[src/rtl/glb_pkg.sv]
// Shared types for the bias global-buffer loader: loader state encoding,
// lane count of a packed FIFO word and the tail lane-enable helper.
package glb_pkg;

    localparam int FIFO_WIDTH_DEF = 64;
    localparam int DATA_WIDTH_DEF = 16;
    localparam int LANES          = FIFO_WIDTH_DEF / DATA_WIDTH_DEF;

    typedef enum logic [1:0] {
        IDLE  = 2'd0,
        LOAD  = 2'd1,
        FLUSH = 2'd2,
        DONE  = 2'd3
    } loader_state_t;

    // Lanes below tail stay enabled; tail == 0 means the final word is full.
    function automatic logic [LANES-1:0] lane_enable(input logic [1:0] tail);
        logic [LANES-1:0] en;
        en = '1;
        if (tail != 2'b00) begin
            en = (LANES'(1) << tail) - LANES'(1);
        end
        return en;
    endfunction

endpackage

[src/rtl/bias_glb_loader.sv]
// Pops packed bias words from the input FIFO and writes them bank-parallel
// into the bias GLB, zeroing the unused lanes of a partial final word.
//
// state | meaning
// IDLE  | waiting for start; num_bias sampled here only
// LOAD  | popping words while the FIFO has data and words remain
// FLUSH | final write in flight on the GLB port
// DONE  | one-cycle completion pulse, then back to IDLE
module bias_glb_loader
    import glb_pkg::*;
#(
    parameter int FIFO_WIDTH = 64,
    parameter int DATA_WIDTH = 16,
    parameter int DEPTH      = 384,
    parameter int ADDR       = $clog2(DEPTH)
) (
    input  logic                  core_clk,
    input  logic                  core_rst_n,
    input  logic                  start,
    input  logic [ADDR:0]         num_bias,
    input  logic                  fifo_empty,
    input  logic [FIFO_WIDTH-1:0] fifo_dout,
    output logic                  fifo_re,
    output logic                  glb_we,
    output logic [ADDR-1:0]       glb_waddr,
    output logic [FIFO_WIDTH-1:0] glb_wdata,
    output logic                  busy,
    output logic                  done
);

    localparam int            CW      = ADDR - 1;
    localparam logic [ADDR:0] DEPTH_C = (ADDR+1)'(DEPTH);
    localparam logic [CW-1:0] ONE_W   = CW'(1);

    loader_state_t state, state_nxt;

    logic [CW-1:0]         words_total;
    logic [CW-1:0]         words_issued;
    logic [1:0]            tail;
    logic                  last_wr;
    logic [ADDR:0]         n_eff;
    logic [CW-1:0]         words_total_nxt;
    logic                  pop;
    logic                  last_pop;
    logic [LANES-1:0]      lane_en;
    logic [FIFO_WIDTH-1:0] wdata_mask;

    always_comb begin
        n_eff           = (num_bias > DEPTH_C) ? DEPTH_C : num_bias;
        words_total_nxt = n_eff[ADDR:2] + CW'(n_eff[1:0] != 2'b00);
    end

    always_ff @(posedge core_clk or negedge core_rst_n) begin
        if (!core_rst_n) begin
            state <= IDLE;
        end else begin
            state <= state_nxt;
        end
    end

    always_comb begin
        state_nxt = state;
        pop       = 1'b0;
        last_pop  = 1'b0;
        busy      = (state != IDLE);
        done      = 1'b0;
        case (state)
            IDLE: begin
                if (start) begin
                    state_nxt = (num_bias == '0) ? DONE : LOAD;
                end
            end
            LOAD: begin
                pop      = !fifo_empty && (words_issued < words_total);
                last_pop = pop && (words_issued == (words_total - ONE_W));
                if (last_pop) begin
                    state_nxt = FLUSH;
                end
            end
            FLUSH: begin
                state_nxt = DONE;
            end
            DONE: begin
                done      = 1'b1;
                state_nxt = IDLE;
            end
            default: begin
                state_nxt = IDLE;
            end
        endcase
    end

    assign fifo_re = pop;

    always_ff @(posedge core_clk or negedge core_rst_n) begin
        if (!core_rst_n) begin
            words_total  <= '0;
            words_issued <= '0;
            tail         <= '0;
            glb_we       <= 1'b0;
            glb_waddr    <= '0;
            last_wr      <= 1'b0;
        end else begin
            glb_we  <= pop;
            last_wr <= last_pop;
            if (state == IDLE && start) begin
                words_total  <= words_total_nxt;
                tail         <= n_eff[1:0];
                words_issued <= '0;
            end else if (pop) begin
                words_issued <= words_issued + ONE_W;
            end
            // Word index times four: one row per word across the four banks.
            if (pop) begin
                glb_waddr <= ADDR'({words_issued, 2'b00});
            end
        end
    end

    // FIFO data arrives the cycle after the pop, so it lines up with glb_we.
    always_comb begin
        lane_en    = last_wr ? lane_enable(tail) : '1;
        wdata_mask = '0;
        for (int k = 0; k < LANES; k++) begin
            wdata_mask[k*DATA_WIDTH +: DATA_WIDTH] = {DATA_WIDTH{lane_en[k]}};
        end
    end

    assign glb_wdata = fifo_dout & wdata_mask;

endmodule

[config.mk]
export PLATFORM = sky130hd
export DESIGN_NAME = bias_glb_loader
export DESIGN_NICKNAME = d
export VERILOG_FILES = /design/src/rtl/glb_pkg.sv /design/src/rtl/bias_glb_loader.sv
export SDC_FILE = /design/constraint.sdc
export NUM_CORES = 1
export LEC_CHECK = 0
export ABC_AREA = 1
export ABC_CLOCK_PERIOD_IN_PS = 1500
export BUFFER_PORTS_ARGS = -buffer_cell sky130_fd_sc_hd__buf_2
export CAP_MARGIN = 20
export CORE_UTILIZATION = 38
export CTS_CLUSTER_SIZE = 25
export DETAILED_ROUTE_END_ITERATION = 12
export PLACE_DENSITY = 0.81
export RECOVER_POWER = 50
export SLEW_MARGIN = 20
export SYNTH_ARGS = -nofsm -noshare
export SYNTH_HDL_FRONTEND = slang
export SYNTH_SLANG_ARGS = --single-unit
[constraint.sdc]
create_clock -name core_clk -period 1.5 [get_ports core_clk]
set_input_delay 0.15 -clock core_clk [delete_from_list [all_inputs] [get_ports core_clk]]
set_output_delay 0.15 -clock core_clk [all_outputs]
set_load 0.005 [all_outputs]
== After elaboration in Yosys (flattened, before gate mapping) ==
Cells that the tools add are included.

* Bits in read-only memories: 0
* Register bits: 29
* Latch bits: 0
* Logic and storage cells: 44
* Output and inout bits: 77
* Memory bits (writable): 0
* Memories kept: 0
* Input port bits: 78

* Add/subtract/negate cells: 4
* Shift-type cells: 1
* Multipliers: 0
* Multiplexer cells: 12
* Divide/modulo/power cells: 0
* Reduce and logical (&&, ||, !) cells: 11
* Eq/ne operators: 6
* Bitwise logic cells: 1
* Magnitude comparators: 2

{| class="wikitable"
|+ Operators with widths
! operator !! count
|-
| 64-bit bitwise AND || 1
|-
| 8-bit two-way mux || 2
|-
| 10-bit by 9-bit > comparator with 1-bit output, second input constant || 1
|-
| 10-bit logical NOT || 1
|-
| 10-bit two-way mux || 1
|-
| 8-bit by 1-bit adder with 8-bit output || 1
|-
| 8-bit by 1-bit adder with 8-bit output, second input constant || 1
|-
| 8-bit == test || 1
|-
| 8-bit < comparator || 1
|-
| 4-bit two-way mux || 2
|-
| 2-bit one-hot mux with 4 select lines || 1
|-
| 2-bit nonzero test || 4
|-
| 8-bit by 1-bit subtractor with 8-bit output, second input constant || 1
|-
| 2-bit two-way mux || 3
|-
| 2-bit == test, second input constant || 2
|-
| 2-bit != test, second input constant || 2
|-
| 1-bit by 2-bit << shifter with 4-bit output, first input constant || 1
|-
| 4-bit by 2-bit subtractor with 4-bit output, second input constant || 1
|-
| 1-bit logical AND || 3
|-
| 1-bit two-way mux || 3
|-
| 2-bit by 1-bit == test with 1-bit output, second input constant || 1
|-
| 2-bit logical NOT || 1
|-
| 2-bit AND reduction || 1
|-
| 1-bit logical NOT || 1
|}

== Depth between registers and ports, before layout ==
* Depth after elaboration: 5
* Gate-level depth with buffers: 15
* Depth with buffers taken out: 15

== Worst setup path before layout ==
OpenSTA, ideal clock, no wires.

* Path kind: register to register
* Start: register words_total[2]
* End: register words_issued[6]
* Data required time: 1383 ps
* Slack: -197 ps
* Cell stages (with the launch flop): 16
* Arrival: 1580 ps
* Cell sequence: dfrtp_1 -> inv_2 -> ha_1 -> nand2_1 -> inv_1 -> nand2_1 -> nand2_1 -> nand2_1 -> nand2_1 -> nor2_4 -> nand2_2 -> buf_6 -> nor2_2 -> nand2_1 -> nand2_1 -> nor2_1

* Word-level cells in the longest chain between the ends: 4

{| class="wikitable"
|+ RTL lines
! element !! line !! text
|-
| from (decl) || bias_glb_loader.sv:37 || <nowiki>logic [CW-1:0] words_total;</nowiki>
|-
| from (signal assigned) || bias_glb_loader.sv:107 || <nowiki>words_total <= words_total_nxt;</nowiki>
|-
| 8-bit < comparator || bias_glb_loader.sv:74 || <nowiki>pop = !fifo_empty && (words_issued < words_total);</nowiki>
|-
| 1-bit logical AND || bias_glb_loader.sv:74 ||
|-
| 1-bit two-way mux || bias_glb_loader.sv:67 || <nowiki>case (state)</nowiki>
|-
| 2-bit nonzero test (no source line) || - ||
|-
| to (signal assigned) || bias_glb_loader.sv:111 || <nowiki>words_issued <= words_issued + ONE_W;</nowiki>
|-
| to (decl) || bias_glb_loader.sv:38 || <nowiki>logic [CW-1:0] words_issued;</nowiki>
|}

Every way passes these cells.
A chain may end at the register's enable or synchronous reset.

== Worst setup path after layout ==
* Start: register words_total[3]
* End: output port fifo_re

* Word-level cells in the longest chain between the ends: 3

{| class="wikitable"
|+ RTL lines
! element !! line !! text
|-
| 8-bit < comparator || bias_glb_loader.sv:74 ||
|-
| 1-bit logical AND || bias_glb_loader.sv:74 ||
|-
| 1-bit two-way mux || bias_glb_loader.sv:67 ||
|-
| to (decl) || bias_glb_loader.sv:23 || <nowiki>output logic fifo_re,</nowiki>
|}

Every way passes these cells.

==> impl_results.md <==
* Status: finished, violations left
* Failing checks: design-rule violations, negative setup slack
* Largest cells by area after synthesis: dfrtp_1 (28%), nand2_1 (13%), inv_1 (11%)
* Delay-heaviest family, CP: simple AND/OR/NAND/NOR gates
* Vias in the first global route at 3077
* Initial core utilization at 39.7%
* Fillers at 560
* Layout Cells excl Fill at 652
* Worst R2R Setup Slack at -0.26 ns
* Top_reg_cell synth: dfrtp_1
* EDFF count, synth at 0
* Critical-path cell list: inv_2 -> ha_4 -> a21oi_4 -> nand2_1 -> nand2_1 -> nand2_2 -> nor2_4 -> nand2_4 -> inv_4 -> buf_6
* CTS tree: yes
* Vias per cell at 4.72
* CP endpoint kind: output pin
* Worst Hold Class: in2reg
* Reg2reg path depth at 12
* Slowest stage cell, crit path: dfrtp_1
* RSZ-0062 raised after global routing: yes
* Arrival time of the worst setup path at 1.66 ns
* First-pass GRT wire length at 14.2 mm
* Clk_skew at 0.00833 ns
* Pin count of the biggest net entering global routing at 30
* PwrDens at 1290 nW/um^2
* Antenna Cells at 0
* HPWL after DPL at 7.08 mm
* Post-synth cell types at 29
* Final setup viols at 71
* Clock latency on the worst-skew pair at 0.28 ns
* Gr usage total at 25.6%
* Share of layout cells above drive strength 1 at 53.4%
* Kind of critical path: reg2out
* Final WL at 9.12 mm
* GRT Residual Overflow at 0
* Final period util at 121%
* Synth Register Bits at 29
* Clock sink total at 29
* Crit-path max cell delay at 0.40 ns
* Wire length per cell at 14.0 um
* Synth top cells by count: nand2_1 (86), inv_1 (78), nor2_1 (73), dfrtp_1 (29), ha_1 (19)
* WHS at 0.264 ns
* Maximum fanout along the worst path at 2
* Hold depth at 4
* Worst-Margin Slew at 0.739 ns
* Maximum clock path buffer count at 2
* Clock buffer count from CTS at 5
* Number of port buffers at 120
* Nets at 671
* Placer congestion estimate at 0.972
* Synth-to-Final Area Change at 65.2%
* Max cap viols at 0
* Crit-path most repeated cell: nand2_1
* Reg2Reg Launch Point: words_total[3]
* Via Count at 3080
* WP data required at 1.35 ns
* Final Max Tran Viols at 0
* Mapped Area at 2550 sq um
* Hold Violations, Final at 0
* Initial antenna violation count at 0
* VDD IR-drop max at 954 uV
* Avg Cell Area, Syn at 6.34 sq um
* Hold Crit Start: start
* Worst Path Buf+Inv at 3
* Core Area at 6420 sq um
* Cells after Synth at 402
* Ys async rst share at 100%
* Root buffer cell: clkbuf_8
* Final WS setup at -0.315 ns
* Drc violations at 30
* Cell with the most instances after synthesis: nand2_1
* Synth area leader: dfrtp_1
* Row Count at 29
* Synth warn at 0
* Router iterations before antenna repair at 10
* End of the worst hold path: state[1]
* Post-layout min period at 1.81 ns
* Worst-path clk slew at 0.07 ns
* CP Launch Type: flop
* Initial detailed-routing violation count at 157
* Reg2reg end: glb_waddr[7]
* Leakage at 2.38 nW
* Die height at 83.9 um
* H-tree levels at 2
* DRT antenna net count at 0
* Top-area cell type share of the netlist area at 28.5%
* Io pins at 155
* Die Wd at 83.9 um
* Seq/Total Area, Yosys at 28.5%
* Fmax at 0.551 GHz
* Placed cells at 623
* Slew margin rel. at 50.7%
* Full die area at 7040 sq um
[worst min-delay path: cells and delay by family]
| kind | cells | cell delay (ns) |
|---|---|---|
| buffers and inverters | 1 | 0.09 |
| and+or+nand+nor | 3 | 0.26 |
[sequential cells by signal, summed over array words and instances, names as in the netlist]
signal,cells
words_total,8
words_issued,8
last_wr,1
glb_we,1
state,2
tail,2
glb_waddr,7
[worst max-delay path by stage]
stage,start,end,slack (ns),cells after the start
after detailed placement,words_total[3],words_issued[0],-0.31,12
after CTS,words_issued[7],fifo_re,-0.30,8
final,words_total[3],fifo_re,-0.31,10
after floorplan,words_total[5],words_issued[6],-0.17,12
after global placement,words_total[3],words_issued[3],-0.31,11
after global routing,words_issued[1],fifo_re,-0.42,11
[logic make-up (layout without fill, tap and decap cells)]
| family | after synthesis | after routing | share of synthesized area, % |
|---|---|---|---|
| simple gates | 203 | 203 | 34.2 |
| buf+inv | 114 | 286 | 19.8 |
| compound gates | 31 | 31 | 6.33 |
| flops | 29 | 29 | 28.5 |
| fa+ha+maj | 19 | 19 | 9.33 |
| xor+xnor | 5 | 5 | 1.72 |
| other cells | 1 | 2 | 0.147 |
[per-stage QoR]
step	power, mW	instance area (sq um)	setup WS [ns]	util [%]	setup TNS, ns
2_1_floorplan	2.87	2620	-0.174	-	-1.82
3_3_place_gp	3.83	3500	-0.314	54.6	-5.94
3_5_place_dp	3.94	3500	-0.307	54.6	-6.20
4_1_cts	5.06	3880	-0.303	60.4	-9.95
5_1_grt	5.88	4210	-0.417	65.6	-17.80
6_report	5.44	4210	-0.315	65.6	-11.80
[layer usage]
layer,global-route usage (%),vias up,wire (um)
li1,-,1522,-
met1,27.9,1385,3480
met2,46.9,144,4660
met3,5.04,29,581
met4,12.7,0,404
met5,0,-,0
[cells in the final DEF (no fill, tap or decap), drive strengths merged, types with 3 or more instances in the layout]
cell	Yosys	layout
nor3	4	4
o21ai	20	20
ha	19	19
clkinv	2	4
nand3	20	20
nor2	82	82
nand4	3	3
dfrtp	29	29
nand2	92	92
clkinvlp	0	7
xnor2	3	3
a21oi	8	8
inv	87	84
buf	20	181
clkbuf	5	9
[power by group]
group	leakage, nW	switching [mW]	total (mW)	internal (mW)
logic	1.95	1.90	3.60	1.70
clock network	0.0439	0.315	0.635	0.320
registers	0.386	0.181	1.21	1.03
[what timing repair did]
item | in CTS | in global routing
endpoints found under the setup margin | 69 | 74
resized for setup | 55 | 75
endpoints found under the hold margin | 29 | 0
setup buffers | 10 | 6
cloned | 3 | 1
hold buffers | 1 | 0
pin swaps | 19 | 29
[layout make-up]
| type | count | area [sq um] | area share (%) |
|---|---|---|---|
| inverter | 89 | 358 | 8.50 |
| clock inverter | 3 | 17.5 | 0.416 |
| timing repair buffer | 186 | 1170 | 27.8 |
| tap | 77 | 96.3 | 2.29 |
| timing repair inverter | 3 | 22.5 | 0.535 |
| multi-input combinational | 260 | 1750 | 41.6 |
| sequential | 29 | 726 | 17.2 |
| clock buffer | 5 | 68.8 | 1.63 |
(Power assumes the default switching activity.)
